--- src/rtl/ahb_pkg.sv ---
// Shared AHB-Lite encodings and master FSM state type, used by both master and slave.
package ahb_pkg;

  typedef enum logic [1:0] {
    HTRANS_IDLE   = 2'b00,
    HTRANS_BUSY   = 2'b01,
    HTRANS_NONSEQ = 2'b10,
    HTRANS_SEQ    = 2'b11
  } htrans_t;

  typedef enum logic [2:0] {
    HBURST_SINGLE = 3'b000,
    HBURST_INCR   = 3'b001,
    HBURST_WRAP4  = 3'b010,
    HBURST_INCR4  = 3'b011,
    HBURST_INCR8  = 3'b101
  } hburst_t;

  localparam logic [2:0] HSIZE_WORD = 3'b010;

  typedef enum logic [2:0] {
    ST_IDLE,
    ST_ACTIVE,
    ST_BUSY,
    ST_LAST,
    ST_ERR
  } mst_state_t;

  // Unsupported codes (INCR, 100, 110, 111) collapse to a single beat.
  function automatic logic [3:0] burst_beats(input logic [2:0] code);
    logic [3:0] n;
    n = 4'd1;
    if (code == HBURST_WRAP4 || code == HBURST_INCR4) n = 4'd4;
    if (code == HBURST_INCR8) n = 4'd8;
    return n;
  endfunction

  function automatic logic [2:0] burst_code(input logic [2:0] code);
    logic [2:0] c;
    c = HBURST_SINGLE;
    if (code == HBURST_WRAP4 || code == HBURST_INCR4 || code == HBURST_INCR8) c = code;
    return c;
  endfunction

endpackage

--- src/rtl/ahb_master_addr_gen.sv ---
// Next-beat address: +4 for incrementing bursts, HADDR[3:2] wrap for WRAP4,
// and 1 KB boundary detection for INCR4/INCR8.
module ahb_master_addr_gen
  import ahb_pkg::*;
#(
  parameter int ADDR_W = 32
) (
  input  logic [ADDR_W-1:0] i_addr,
  input  logic [2:0]        i_burst,
  output logic [ADDR_W-1:0] o_next_addr,
  output logic              o_cross_1k
);

  logic [ADDR_W-1:0] w_incr;
  logic [1:0]        w_wrap;

  always_comb begin
    w_incr      = i_addr + ADDR_W'(4);
    w_wrap      = i_addr[3:2] + 2'd1;
    o_next_addr = w_incr;
    if (i_burst == HBURST_WRAP4) o_next_addr = {i_addr[ADDR_W-1:4], w_wrap, i_addr[1:0]};
    o_cross_1k  = (i_burst == HBURST_INCR4 || i_burst == HBURST_INCR8) &&
                  (w_incr[ADDR_W-1:10] != i_addr[ADDR_W-1:10]);
  end

endmodule

--- src/rtl/ahb_master.sv ---
// AHB-Lite burst master: command in, pipelined NONSEQ/SEQ/BUSY beats out,
// write-beat and read-beat streams, done/err completion pulses.
module ahb_master
  import ahb_pkg::*;
#(
  parameter int ADDR_W = 32,
  parameter int DATA_W = 32
) (
  input  logic              HCLK,
  input  logic              HRESETn,
  output logic [ADDR_W-1:0] HADDR,
  output logic [1:0]        HTRANS,
  output logic              HWRITE,
  output logic [2:0]        HSIZE,
  output logic [2:0]        HBURST,
  output logic [DATA_W-1:0] HWDATA,
  input  logic [DATA_W-1:0] HRDATA,
  input  logic              HREADY,
  input  logic              HRESP,
  input  logic              cmd_valid,
  output logic              cmd_ready,
  input  logic              cmd_write,
  input  logic [ADDR_W-1:0] cmd_addr,
  input  logic [2:0]        cmd_burst,
  input  logic [DATA_W-1:0] wdata,
  input  logic              wdata_valid,
  output logic              wdata_ready,
  output logic [DATA_W-1:0] rdata,
  output logic              rdata_valid,
  output logic              done,
  output logic              err
);

  mst_state_t        r_state;
  htrans_t           r_htrans;
  logic [ADDR_W-1:0] r_haddr;
  logic              r_hwrite;
  logic [2:0]        r_hburst;
  logic [DATA_W-1:0] r_hwdata;
  logic [3:0]        r_beats;
  logic              r_first;
  logic              r_locked;
  logic              r_dp_valid;
  logic              r_dp_write;
  logic [DATA_W-1:0] r_rdata;
  logic              r_rdata_valid;
  logic              r_done;
  logic              r_err;
  logic              r_cmd_ready;

  logic [ADDR_W-1:0] w_next_addr;
  logic              w_cross;
  logic              w_busy;
  logic              w_accept;
  logic              w_dp_err;

  ahb_master_addr_gen #(.ADDR_W(ADDR_W)) u_addr_gen (
    .i_addr      (r_haddr),
    .i_burst     (r_hburst),
    .o_next_addr (w_next_addr),
    .o_cross_1k  (w_cross)
  );

  // A pending write SEQ turns into BUSY while no write word is offered; once a
  // transfer type has been shown during a wait state it is frozen (r_locked / ST_BUSY).
  always_comb begin
    w_busy   = (r_state == ST_BUSY) ||
               (r_state == ST_ACTIVE && r_hwrite && !r_first && !r_locked && !wdata_valid);
    w_accept = (r_state == ST_ACTIVE) && !w_busy && HREADY;
    w_dp_err = r_dp_valid && HRESP && !HREADY;
  end

  assign HADDR       = r_haddr;
  assign HTRANS      = w_busy ? HTRANS_BUSY : r_htrans;
  assign HWRITE      = r_hwrite;
  assign HSIZE       = HSIZE_WORD;
  assign HBURST      = r_hburst;
  assign HWDATA      = r_hwdata;
  assign wdata_ready = w_accept && r_hwrite;
  assign rdata       = r_rdata;
  assign rdata_valid = r_rdata_valid;
  assign done        = r_done;
  assign err         = r_err;
  assign cmd_ready   = r_cmd_ready;

  always_ff @(posedge HCLK) begin
    if (!HRESETn) begin
      r_state       <= ST_IDLE;
      r_htrans      <= HTRANS_IDLE;
      r_haddr       <= '0;
      r_hwrite      <= 1'b0;
      r_hburst      <= HBURST_SINGLE;
      r_hwdata      <= '0;
      r_beats       <= '0;
      r_first       <= 1'b0;
      r_locked      <= 1'b0;
      r_dp_valid    <= 1'b0;
      r_dp_write    <= 1'b0;
      r_rdata       <= '0;
      r_rdata_valid <= 1'b0;
      r_done        <= 1'b0;
      r_err         <= 1'b0;
      r_cmd_ready   <= 1'b0;
    end else begin
      r_done        <= 1'b0;
      r_err         <= 1'b0;
      r_rdata_valid <= 1'b0;
      if (HREADY) r_dp_valid <= 1'b0;
      if (HREADY && r_dp_valid && !HRESP && !r_dp_write) begin
        r_rdata       <= HRDATA;
        r_rdata_valid <= 1'b1;
      end
      case (r_state)
        ST_IDLE: begin
          r_cmd_ready <= 1'b1;
          if (r_cmd_ready && cmd_valid && (!cmd_write || wdata_valid)) begin
            r_cmd_ready <= 1'b0;
            r_state     <= ST_ACTIVE;
            r_htrans    <= HTRANS_NONSEQ;
            r_haddr     <= cmd_addr & ~(ADDR_W'(3));
            r_hwrite    <= cmd_write;
            r_hburst    <= burst_code(cmd_burst);
            r_beats     <= burst_beats(cmd_burst);
            r_first     <= 1'b1;
            r_locked    <= 1'b0;
          end
        end
        ST_ACTIVE, ST_BUSY: begin
          if (w_dp_err) begin
            r_state  <= ST_ERR;
            r_htrans <= HTRANS_IDLE;
          end else if (w_accept) begin
            r_dp_valid <= 1'b1;
            r_dp_write <= r_hwrite;
            r_first    <= 1'b0;
            r_locked   <= 1'b0;
            if (r_hwrite) r_hwdata <= wdata;
            if (r_beats == 4'd1) begin
              r_state  <= ST_LAST;
              r_htrans <= HTRANS_IDLE;
            end else begin
              r_beats <= r_beats - 4'd1;
              r_haddr <= w_next_addr;
              if (w_cross) begin
                r_htrans <= HTRANS_NONSEQ;
                r_hburst <= HBURST_INCR;
              end else begin
                r_htrans <= HTRANS_SEQ;
              end
            end
          end else if (r_state == ST_BUSY) begin
            if (HREADY) r_state <= ST_ACTIVE;
          end else if (!HREADY) begin
            if (w_busy) r_state <= ST_BUSY;
            else        r_locked <= 1'b1;
          end
        end
        ST_LAST: begin
          if (w_dp_err) begin
            r_state <= ST_ERR;
          end else if (HREADY) begin
            r_done  <= 1'b1;
            r_state <= ST_IDLE;
          end
        end
        ST_ERR: begin
          if (HREADY) begin
            r_done  <= 1'b1;
            r_err   <= 1'b1;
            r_state <= ST_IDLE;
          end
        end
        default: r_state <= ST_IDLE;
      endcase
    end
  end

endmodule

--- config.mk ---
export PLATFORM = sky130hd
export DESIGN_NAME = ahb_master
export DESIGN_NICKNAME = d
export VERILOG_FILES = /design/src/rtl/ahb_pkg.sv /design/src/rtl/ahb_master_addr_gen.sv /design/src/rtl/ahb_master.sv
export SDC_FILE = /design/constraint.sdc
export NUM_CORES = 1
export LEC_CHECK = 0
export CAP_MARGIN = 40
export CORE_UTILIZATION = 38
export CTS_CLUSTER_SIZE = 30
export DETAILED_ROUTE_END_ITERATION = 10
export PLACE_DENSITY_LB_ADDON = 0.15
export SYNTH_ARGS = -nofsm -noshare
export SYNTH_HDL_FRONTEND = slang
export SYNTH_SLANG_ARGS = --single-unit
--- constraint.sdc ---
create_clock -name HCLK -period 1.9 [get_ports HCLK]
set_input_delay 0.285 -clock HCLK [delete_from_list [all_inputs] [get_ports HCLK]]
set_output_delay 0.285 -clock HCLK [all_outputs]
set_load 0.05 [all_outputs]
==> impl_results.md, run 1 <==
* Root buf cell: clkbuf_16
* Initial antenna violation count at 0
* Final hold vios at 0
* WP data required at between 2 and 2.5 ns
* Switch share at 0.371
* Crit Path Category: flip-flop to flip-flop
* # IOs at 216
* Critical Path Sink Type: flip-flop
* Hold Path Stages at 3
* CTS buffer count at 17
* Synthesized instance count at 692
* DRT Pass-1 Iters at 5
* Finish-stage setup viols at 18
* Post-synthesis async set-or-reset flop share at 0
* Wire per inst at about 17 um
* Minimum clock period at 2.06 ns
* Mapped Avg Cell Area at roughly 8.2 um^2
* Worst r2r src: r_first$_SDFFE_PN0P_
* Synth area leaders: dfxtp_1 (41%), nand2_1 (11%), a21oi_1 (7.8%)
* PD cells at 1150 mW/mm^2
* Slew Viols, Final at 0
* Worst slew pin tran at 0.544 ns
* Rel. slew slack at 0.637
* DIE HEIGHT at 124 um
* Largest area contributor in the netlist: dfxtp_1
* Final Worst Setup Slack at -0.162 ns
* Rows at 44
* DR top layer: met4
* Wire length on met1 at 7.80 mm
* Metal3 WL at 1.48 mm
* Share of cells above drive strength 1 at 0.249
* Fin crit share at 1.09
* Crit start category: flip-flop
* P_sw at 0.00412 W
* Max-cap violations at 0
* Yosys warning total at 0
* Clk Latency, worst-skew pair at between 0.4 and 0.5 ns
* Number of global-route vias before repair at 6128
* Die Wd at 124 um
* Unrepaired setup endpoints after global routing: true
* Endpoint, Worst Hold: HWDATA[1]$_SDFFE_PN0P_
* EDFF count, synth at 0
* Final cell count without fillers at roughly 1200
* Violated checks: negative setup slack
* WP data arrival at approximately 2.4 ns
* Vias per std cell at 5.45
* Antenna Nets Post-Route at 0
* P_leak at 3.97 nW
* HP Start: wdata[1]
* Top-count cell post-synth: nand2_1
* Synthesized cell area at 0.00566 mm^2
* CP Max Fanout at 4
* Routability congestion estimate at 0.892
* Fmax at 0.485 GHz
* Layout area overhead at 70.6%
* Top_reg_cell synth: dfxtp_1
* Most frequent cells after synthesis: nand2_1 (171), dfxtp_1 (115), a21oi_1 (88)
* Pint at 0.00700 W
* Worst R2R End: HADDR[19]$_SDFFE_PN0P_
* H-tree level count at 4
* Layout Nets at 1073
* Initial DRC count at 448
* Share of the synthesized area in the top cell type at 0.407
* GRT Total Usage at 0.249
* HPWL Detailed at approximately 14 mm
* Register area at about 0.0024 mm^2
* Register area share after synthesis at 0.407
* Initial Utilization at 0.389
* Antenna Cells at 0
* Cell count after placement at ~1100
* CTS max path bufs at 2
* Setup TNS at -1.45 ns
* Combinational share of power at 0.413
* Port Buffer Count at 208
* VDD IR max at 0.745 mV
* Core area at 0.0145 mm^2
* Clk network pwr share at 0.315
* Setup Skew at 0.0106 ns
* First-pass GRT wire length at 29.8 mm
* CTS sink count at 115
* Layout fillers at 1197
* Synth Register Bits at 115
* DR vias at between 6000 and 7000
* Total global routing overflow at 0
* Largest net degree at the start of global routing at 37
* Outcome: complete, but fails checks
* CTS tree: done
* Reg clk slew, reported paths at 0.06 ns
* Area of the multi-input gates at 0.00333 mm^2
* HP Class: input port to flip-flop
* R2R cell count at 9
* Drc violations at 0
* Count of cell types in the netlist at 88
* Total die area at 0.0154 mm^2
* Drt total wl at a little under 20 mm
* Sequential share of power at 0.271
* WL met2 at around 9.7 mm
* FF-to-FF setup slack at -0.16 ns
==> worst max path at each step <==
stage	start	end
floorplan	HADDR[2]$_SDFFE_PN0P_	HADDR[24]$_SDFFE_PN0P_
global placement	wdata_valid	HADDR[13]$_SDFFE_PN0P_
detailed placement	wdata_valid	HADDR[9]$_SDFFE_PN0P_
CTS	r_first$_SDFFE_PN0P_	wdata_ready
global route	r_locked$_SDFFE_PN0P_	HTRANS[0]
finish	r_first$_SDFFE_PN0P_	HADDR[19]$_SDFFE_PN0P_
==> sequential cells by signal, indices dropped and copies added, names as in the netlist <==
register,flops
HADDR,30
err,1
r_locked,1
r_dp_write,1
cmd_ready,1
HBURST,3
HWDATA,32
r_first,1
r_dp_valid,1
rdata_valid,1
HWRITE,1
rdata,32
r_beats,4
r_htrans,2
done,1
r_state,3
==> timing repair <==
action	4_1_cts	5_1_grt
hold buffers	0	0
endpoints found under the setup margin	55	53
resized for setup	52	77
pin swaps	15	31
setup buffers	5	11
gates cloned	0	1
==> per-stage QoR <==
step / total power [W] / utilization / setup slack [ns] / area, um^2 / hold slack [ns]
5_1_grt: 0.0116 / 0.664 / -0.207 / 9650 / 0.403
3_5_place_dp: 0.00697 / 0.580 / -0.402 / 8430 / 0.445
2_1_floorplan: 0.00544 / - / -0.0212 / 5730 / 0.421
6_report: 0.0111 / 0.664 / -0.162 / 9650 / 0.410
4_1_cts: 0.0106 / 0.634 / -0.134 / 9220 / 0.398
3_3_place_gp: 0.00687 / 0.580 / -0.388 / 8430 / 0.441
==> power by group through the flow <==
stage	Sequential (W)	Clock (W)	Combinational, W
after floorplan	0.00367	0	0.00178
after global placement	0.00300	0	0.00387
after detailed placement	0.00302	0	0.00395
after CTS	0.00298	0.00354	0.00411
after global routing	0.00305	0.00368	0.00486
final	0.00302	0.00351	0.00460
==> cell usage in the layout, fill, tap and decap left out, types with 6 or more instances in the layout <==
master / instances
a21oi_1: 85
a22oi_1: 8
a31oi_1: 11
a32o_1: 7
and3_1: 7
buf_12: 14
buf_4: 80
buf_6: 7
clkbuf_16: 18
clkdlybuf4s50_1: 160
dfxtp_1: 85
dfxtp_2: 23
dfxtp_4: 7
dlygate4sd2_1: 20
dlymetal6s2s_1: 18
inv_1: 9
nand2_1: 170
nand3_1: 14
nor2_1: 27
nor3_1: 13
nor4_1: 6
o21ai_0: 9
o21ai_1: 6
==> layer usage <==
layer,GRT usage,up-vias
met5,0,-
met4,0.123,0
met3,0.0742,40
met2,0.416,259
met1,0.290,3011
li1,-,3021
==> cell type report <==
class | instances | share of cell area
well taps | 184 | 0.0239
inverters | 12 | 0.00493
clock inverters | 11 | 0.0178
clock buffers | 21 | 0.0499
repair buffers | 304 | 0.315
flip-flops and latches | 115 | 0.244
multi-input cells | 514 | 0.345
==> cell families (layout without fill, tap and decap cells) <==
logic type                 Yosys count  in the layout  share of synthesized area
AOI/OAI and AO/OA                  204            204                      0.240
muxes                                5              5                     0.0111
other                                2              5                    0.00133
and+or+nand+nor                    294            295                      0.260
buffers and inverters               67            348                     0.0699
DFF                                115            115                      0.407
xor gates and xnor gates             2              2                    0.00442
adders and majority gates            3              3                    0.00664
==> worst max-delay path, cell delays in order (launching register included) <==
cell	delay, ns
dfxtp_4	0.35
or4b_4	0.53
buf_6	0.15
and4_4	0.18
a21oi_4	0.15
buf_12	0.14
buf_12	0.12
buf_12	0.10
o31ai_2	0.06
and3_1	0.18
Power figures use the tool's default switching activity.
==> run 2: changes to the inputs <==
- CTS_CLUSTER_SIZE: 30 -> not set
- PLACE_DENSITY: not set -> 0.74
- PLACE_DENSITY_LB_ADDON: 0.15 -> not set
==> impl_results.md, run 2 (same netlist as run 1, synthesis figures left out) <==
* Initial Utilization at 0.389
* Fin crit share at 1.07
* Layout area overhead at 66.5%
* CP Max Fanout at 3
* Port Buffer Count at between 200 and 250
* Root buf cell: clkbuf_16
* PD cells at 1100 mW/mm^2
* Placed inst area at 0.00842 mm^2
* Finished layout cell area at 0.00942 mm^2
* Share of cells above drive strength 1 at 0.235
* WP data arrival at 1.74 ns
* Max-cap violations at 0
* # IOs at 216
* Total global routing overflow at 0
* Cell count after placement at approximately 1100
* First-pass GRT wire length at 30.1 mm
* Core area at 0.0145 mm^2
* HPWL Detailed at 13.6 mm
* Fmax at 0.493 GHz
* Crit Path Category: flip-flop to output port
* Final hold vios at 0
* WP data required at 1.62 ns
* Antenna Nets Post-Route at 0
* Drc violations at 0
* Rows at 44
* Commonest non-fill, non-tap cell in the layout: nand2_1
* Critical Path Sink Type: output port
* Slew Viols, Final at 0
* GRT Total Usage at 0.254
* CTS tree: done
* Layout Nets at 1068
* Commonest non-fill, non-tap cells in the layout: nand2_1 (171), clkdlybuf4s50_1 (156), dfxtp_1 (86), a21oi_1 (83), buf_4 (74)
* Clk Latency, worst-skew pair at 0.41 ns
* Crit start category: flip-flop
* Setup Skew at 0.00694 ns
* DR vias at 6269
* DIE HEIGHT at ~120 um
* Rel. slew slack at 0.594
* Final cell count without fillers at 1157
* Unrepaired setup endpoints after global routing: true
* Die Wd at 124 um
* Reg clk slew, reported paths at ~0.060 ns
* Finish-stage setup viols at 10
* HP Class: input port to flip-flop
* Total die area at around 0.015 mm^2
* Violated checks: negative setup slack
* Largest net degree at the start of global routing at 51
* CTS buffer count at 17
* Outcome: complete, but fails checks
* Initial antenna violation count at 1
* DRT Pass-1 Iters at 5
* Final core occ at 0.648
* CTS sink count at 115
* Routability congestion estimate at 0.876
* Initial DRC count at between 500 and 600
* P_leak at roughly 3.9 nW
* Drt total wl at 19.8 mm
* Number of global-route vias before repair at 6004
* Worst slew pin tran at 0.606 ns
* H-tree level count at 4
* VDD IR max at 0.794 mV
* Minimum clock period at 2.03 ns
* Wire per inst at about 17 um
* CTS max path bufs at 2
* Vias per std cell at 5.42
* Final Worst Setup Slack at -0.126 ns
-- run 2: cell count changes in the layout (fill, tap and decap cells not counted), sizes merged --
cell and delta:
dlymetal6s2s +3, clkdlybuf4s50 -4, bufinv -4, clkinvlp +2, inv +3, clkbuf -1
buf -4, diode +1
-- run 2: repair_timing --
item | 4_1_cts | 5_1_grt
cloned | 0 | 1
resized for setup | 45 | 66
pin swaps | 16 | 19
endpoints found under the setup margin | 54 | 55
hold buffers | 0 | 0
buffers inserted | 7 | 8
-- run 2: cell type report --
class / count / area (um^2)
sequential: 115 / 2350
tap: 184 / 230
fill: 1214 / 5110
clock inverter: 12 / 96.3
antenna: 1 / 2.50
multi-input combinational: 514 / 3230
clock buffer: 20 / 457
inverter: 12 / 47.5
timing repair buffer: 299 / 3010
-- run 2: worst paths after layout --
check | to | slack (ns) | from | cells past startpoint
setup reg to reg | HADDR[21]$_SDFFE_PN0P_ | -0.10 | r_first$_SDFFE_PN0P_ | 8
setup / recovery | wdata_ready | -0.13 | r_first$_SDFFE_PN0P_ | 5
hold reg to reg | HWDATA[11]$_SDFFE_PN0P_ | 0.45 | HWDATA[11]$_SDFFE_PN0P_ | 2
hold / removal | HWDATA[11]$_SDFFE_PN0P_ | 0.41 | wdata[11] | 3
-- run 2: worst max-delay path, stage by stage, from the launching register on --
cell and delay, ns:
dfxtp_4 0.35, or4b_4 0.52, and3_4 0.20, nand2_4 0.08
inv_4 0.04, buf_12 0.14
-- run 2: layer usage --
layer | up-vias | track usage | part of all wire
li1 | 3019 | - | -
met1 | 2895 | 0.292 | 0.38
met2 | 307 | 0.419 | 0.49
met3 | 48 | 0.0962 | 0.10
met4 | 0 | 0.110 | 0.026
met5 | - | 0 | 0
-- run 2: per-stage QoR --
step	worst slack (ns)	hold WS [ns]	setup TNS (ns)	total power [W]
after floorplan	-0.0212	0.421	-0.0212	0.00544
after global placement	-0.359	0.440	-19.87	0.00690
after detailed placement	-0.398	0.446	-22.75	0.00695
after CTS	-0.132	0.397	-1.59	0.0100
after global routing	-0.168	0.405	-2.31	0.0108
final	-0.126	0.412	-0.596	0.0104
-- run 2: power by group --
group	switching, W	internal [W]
logic	0.00256	0.00185
clock network	0.00123	0.00175
registers	0.000281	0.00270
